## src/rtl/seq_popcount_engine.sv

```systemverilog
// Sequential population counter: latches a WIDTH-bit vector and counts CHUNK bits per clock,
// optionally counting zeros and accumulating (with saturation) across successive vectors.
module seq_popcount_engine #(
    parameter int WIDTH = 127,
    parameter int CHUNK = 16,
    parameter int ACC_W = 16
) (
    input  logic             clk,
    input  logic             rst_n,
    input  logic             in_valid,
    output logic             in_ready,
    input  logic [WIDTH-1:0] data_in,
    input  logic             count_zeros,
    input  logic             accum,
    output logic             out_valid,
    input  logic             out_ready,
    output logic [ACC_W-1:0] count_out,
    output logic             saturated
);

    localparam int NCH = (WIDTH + CHUNK - 1) / CHUNK;
    localparam int PW  = NCH * CHUNK;
    localparam int KW  = (NCH > 1) ? $clog2(NCH) : 1;
    localparam int CW  = $clog2(CHUNK + 1);
    localparam logic [KW-1:0]    LAST_IDX = KW'(NCH - 1);
    localparam logic [ACC_W-1:0] ACC_MAX  = '1;

    typedef enum logic [1:0] {
        IDLE,
        COUNT,
        DONE
    } state_t;

    state_t state, state_next;

    logic [WIDTH-1:0] vec_in;
    logic [PW-1:0]    vec;
    logic [KW-1:0]    idx;
    logic [ACC_W-1:0] acc;
    logic             sat;
    logic             accept;
    logic             last_chunk;
    logic [CHUNK-1:0] chunk;
    logic [CW-1:0]    chunk_pop;
    logic [ACC_W:0]   sum;

    assign in_ready   = (state == IDLE) || ((state == DONE) && out_ready);
    assign accept     = in_valid && in_ready;
    assign last_chunk = (idx == LAST_IDX);
    assign out_valid  = (state == DONE);
    assign count_out  = acc;
    assign saturated  = sat;

    // Invert before widening so the padding chunk bits stay zero in zero-count mode.
    assign vec_in = count_zeros ? ~data_in : data_in;
    assign chunk  = vec[int'(idx) * CHUNK +: CHUNK];

    always_comb begin
        chunk_pop = '0;
        for (int i = 0; i < CHUNK; i++) begin
            chunk_pop = chunk_pop + CW'(chunk[i]);
        end
    end

    assign sum = {1'b0, acc} + (ACC_W + 1)'(chunk_pop);

    always_ff @(posedge clk or negedge rst_n) begin
        if (!rst_n) begin
            state <= IDLE;
        end else begin
            state <= state_next;
        end
    end

    always_comb begin
        state_next = state;
        case (state)
            IDLE:    if (accept) state_next = COUNT;
            COUNT:   if (last_chunk) state_next = DONE;
            DONE: begin
                if (accept) begin
                    state_next = COUNT;
                end else if (out_ready) begin
                    state_next = IDLE;
                end
            end
            default: state_next = IDLE;
        endcase
    end

    // An accept in accumulate mode keeps the previous result and its sticky flag as the start value.
    always_ff @(posedge clk or negedge rst_n) begin
        if (!rst_n) begin
            vec <= '0;
            idx <= '0;
            acc <= '0;
            sat <= 1'b0;
        end else if (accept) begin
            vec <= PW'(vec_in);
            idx <= '0;
            if (!accum) begin
                acc <= '0;
                sat <= 1'b0;
            end
        end else if (state == COUNT) begin
            if (sum[ACC_W]) begin
                acc <= ACC_MAX;
                sat <= 1'b1;
            end else begin
                acc <= sum[ACC_W-1:0];
            end
            if (!last_chunk) begin
                idx <= idx + 1'b1;
            end
        end
    end

endmodule

```

## config.mk

```make
export PLATFORM = sky130hd
export DESIGN_NAME = seq_popcount_engine
export DESIGN_NICKNAME = d
export VERILOG_FILES = /design/src/rtl/seq_popcount_engine.sv
export SDC_FILE = /design/constraint.sdc
export NUM_CORES = 1
export LEC_CHECK = 0
export ABC_AREA = 1
export CELL_PAD_IN_SITES_DETAIL_PLACEMENT = 0
export CELL_PAD_IN_SITES_GLOBAL_PLACEMENT = 1
export CORE_ASPECT_RATIO = 0.6
export CORE_MARGIN = 2
export CORE_UTILIZATION = 40
export CTS_CLUSTER_DIAMETER = 80
export DETAILED_ROUTE_END_ITERATION = 16
export HOLD_SLACK_MARGIN = 0.15
export PLACE_DENSITY = 0.87
export SLEW_MARGIN = 20
export SYNTH_ARGS = -nofsm -noshare
export SYNTH_HDL_FRONTEND = slang
export SYNTH_SLANG_ARGS = --single-unit
```

## constraint.sdc

```tcl
create_clock -name clk -period 5.4 [get_ports clk]
set_input_delay 0.81 -clock clk [delete_from_list [all_inputs] [get_ports clk]]
set_output_delay 0.81 -clock clk [all_outputs]
set_load 0.05 [all_outputs]
```

==> impl_metrics.json <==
{
  "r2r_cells": 22,
  "grt_pass1_vias": 6826,
  "ioPinCount": 152,
  "drtIter0Drc": 792,
  "drive_gt1_share_pct": 5.791,
  "crit-reg2reg-launch": "idx[1]$_DFFE_PN0P_",
  "worst_slew_pin_slew_ps": 940.0,
  "cts_inserted_buffers": 17,
  "yosysTopAreaCellShare_pct": 43.43,
  "cp.required_ps": 5750,
  "wire_per_inst_um": 17.01,
  "groute.usage.overall_pct": 21.93,
  "wirelength_um": 24430,
  "antenna_found_initial": 0,
  "gp_congestion": 0.8690,
  "grt_setup_unrepaired": "false",
  "clockBufferDepth": 2,
  "syn_nets": 1183,
  "die_w_um": 193.1,
  "rows": 41,
  "core_region_area_mm2": 0.02103,
  "fin_skew_ps": 17.46,
  "clkLatencyLatePin_ps": 430,
  "status": "finished, final reports clean",
  "maxCapViolations": 0,
  "synth_top_cells_by_area": "dfrtp_1 (43%), xnor2_1 (13%), nand2_1 (12%)",
  "setup.worst_path.end": "saturated$_DFFE_PN0P_",
  "ys_seq_elements": 149,
  "drt_first_pass_iters": 5,
  "relSlewSlack_pct": 37.34,
  "synth_area_per_cell_um2": 8.352,
  "crit_type": "reg -> reg",
  "ant_nets": 0,
  "synth-xor-area-share_pct": 13.06,
  "cts_hold_buffers": 0,
  "yosysTopAreaCell": "dfrtp_1",
  "reg2reg_slack_ps": 280,
  "crit_start": "idx[1]$_DFFE_PN0P_",
  "cp.arrival_ps": 5470,
  "cts.reportedPaths.clkPinSlew_ps": 70,
  "place_area_mm2": 0.01022,
  "synthCells": 1028,
  "slew_violations": 0,
  "min_period_ps": 5124,
  "nFillCells": 1992,
  "fmax_mhz": 195.2,
  "worst_setup_path_end_kind": "register",
  "clock_sinks": 149,
  "num_antenna_cells": 0,
  "r2r-end": "saturated$_DFFE_PN0P_",
  "dpl.hpwl_um": 17760,
  "initial_core_util_pct": 40.82,
  "nets": 1300,
  "finalSetupTns_ps": 0,
  "setup_viol": 0,
  "min_period_over_period_pct": 94.89,
  "seq_area_frac_synth_pct": 43.43,
  "dp.cells": 1405,
  "grt_max_degree": 143,
  "path_max_fanout": 27,
  "cts_root_buf": "clkbuf_16",
  "syn_area_mm2": 0.008586,
  "final-hold-violation-count": 0,
  "synthSimpleGateAreaFrac_pct": 18.65,
  "synth_fa_ha_area_share_pct": 4.255,
  "synth_compound_area_share_pct": 13.49,
  "synth_top_family_by_area": "simple AND/OR/NAND/NOR gates",
  "synthMuxAreaShare_pct": 0.3498,
  "syn_to_final_growth_pct": 26.93,
  "ys_types": 36,
  "drcViolationCount": 0,
  "overflow": 0,
  "avgViaCountPerCell": 5.085,
  "final_area_mm2": 0.01090,
  "cts_tree": "done",
  "vias": 7302,
  "hp-class": "in -> async",
  "cp-start-kind": "register",
  "io_buffers": 151,
  "die_h_um": 117.5,
  "grt_pass1_wl_um": 38420,
  "h-tree-depth": 4,
  "layout.cells.non_filler": 1436,
  "die_area_mm2": 0.02269,
  "yosysWarnings": 0
}
## what timing repair did
| item | CTS | global route |
|---|---|---|
| buffers inserted | 0 | 0 |
| hold endpoints to repair | 0 | 0 |
| resized for setup | 0 | 7 |
| setup endpoints to repair | 0 | 12 |
## metrics by stage
stage	setup slack [ps]	util, %	hold slack (ps)
after floorplan	696.5	-	447.8
after global placement	370.5	48.58	466.6
after detailed placement	278.8	48.58	474.2
after CTS	268.8	51.70	493.2
after global routing	3.141	51.81	503.3
final	276.0	51.81	457.3
## state kept, by name, indices dropped and copies added (netlist names)
signal     flops
idx            3
vec          127
state          2
count_out     16
saturated      1
## routing by layer
layer,up-vias,global-route usage [%],routed length (um),share of wire (%)
met1,3429,36.45,12540,51
met2,291,29.24,9586,39
met4,0,3.267,167,0.68
met5,-,0,0,0
met3,18,4.413,2132,8.7
li1,3564,-,-,-
## area by class of cell
type                    instances  area [um2]  share of cell area [%]
well taps                     279       349.1                   3.203
flip-flops and latches        149        3730                   34.22
clock inverters                11       197.7                   1.814
multi-input cells             764        4292                   39.38
repair buffers                164        1682                   15.43
inverters                      49       191.4                   1.757
clock buffers                  20       456.7                   4.191
## logic make-up after synthesis
family / count (synthesis)
AND/OR/NAND/NOR: 397
AO/OA/AOI/OAI: 214
flip-flops: 149
XOR/XNOR: 128
buffers and inverters: 115
adder cells (fa/ha/maj): 22
multiplexers: 3
## synthesized netlist by cell type
library cell / instances
dfrtp_1: 149
buf_1: 1
clkbuf_1: 7
nand3_1: 41
nor3_2: 1
nor2_2: 3
nand4_1: 1
nand2_1: 266
a31oi_1: 12
nand3b_1: 3
nand2_2: 6
o311ai_1: 1
buf_4: 12
inv_1: 42
nor3b_1: 1
buf_6: 7
inv_2: 6
nor2_1: 73
o221ai_1: 6
nand3_2: 1
a32oi_1: 3
mux2i_1: 3
fa_1: 12
a32o_1: 4
nor2_4: 1
a21boi_1: 1
a21oi_1: 6
clkinv_1: 1
ha_1: 10
o22ai_1: 6
xnor2_1: 128
buf_2: 38
o21ai_1: 64
clkbuf_4: 1
o211ai_1: 2
o21ai_0: 109
## how the worst min path moves through the flow
| stage | end | slack, ps |
|---|---|---|
| finish | vec[81]$_DFFE_PN0P_ | 460 |
| global placement | vec[32]$_DFFE_PN0P_ | 470 |
| global route | vec[32]$_DFFE_PN0P_ | 500 |
| floorplan | vec[103]$_DFFE_PN0P_ | 450 |
| detailed placement | vec[61]$_DFFE_PN0P_ | 470 |
| CTS | vec[18]$_DFFE_PN0P_ | 490 |
## critical path: stages, from the launching register on
cell,delay (ps)
dfrtp_1,420
clkinv_1,110
buf_12,170
o21ai_0,110
o221ai_1,320
nand2_1,120
fa_1,490
inv_1,60
fa_1,500
fa_1,540
inv_1,50
fa_1,500
fa_1,430
inv_1,120
fa_1,210
nand2_1,90
nand2_2,110
nand3_2,70
nand2_2,120
nand2_2,90
nor2_2,120
nand2_2,120
a21boi_1,160
## placed cells by master, fill, tap and decap left out, types with 2 or more instances in the layout
cell type,netlist,layout
nand2_1,266,265
clkdlybuf4s50_1,0,149
dfrtp_1,149,148
xnor2_1,128,128
o21ai_0,109,109
nor2_1,73,73
o21ai_1,64,64
inv_1,42,42
nand3_1,41,41
clkbuf_16,0,17
fa_1,12,12
a31oi_1,12,11
ha_1,10,10
nand2_2,6,7
a21oi_1,6,6
o221ai_1,6,6
buf_4,12,6
o22ai_1,6,5
bufinv_16,0,5
buf_12,0,5
inv_2,6,4
a32o_1,4,4
buf_6,7,4
nor2_2,3,3
mux2i_1,3,3
a32oi_1,3,3
inv_6,0,3
nand3b_1,3,3
o211ai_1,2,2
clkinv_4,0,2
clkbuf_8,0,2
Power is left out: the tool's default activity adds up to more than one toggle a clock period on the data nets, which glitch-free logic cannot reach.
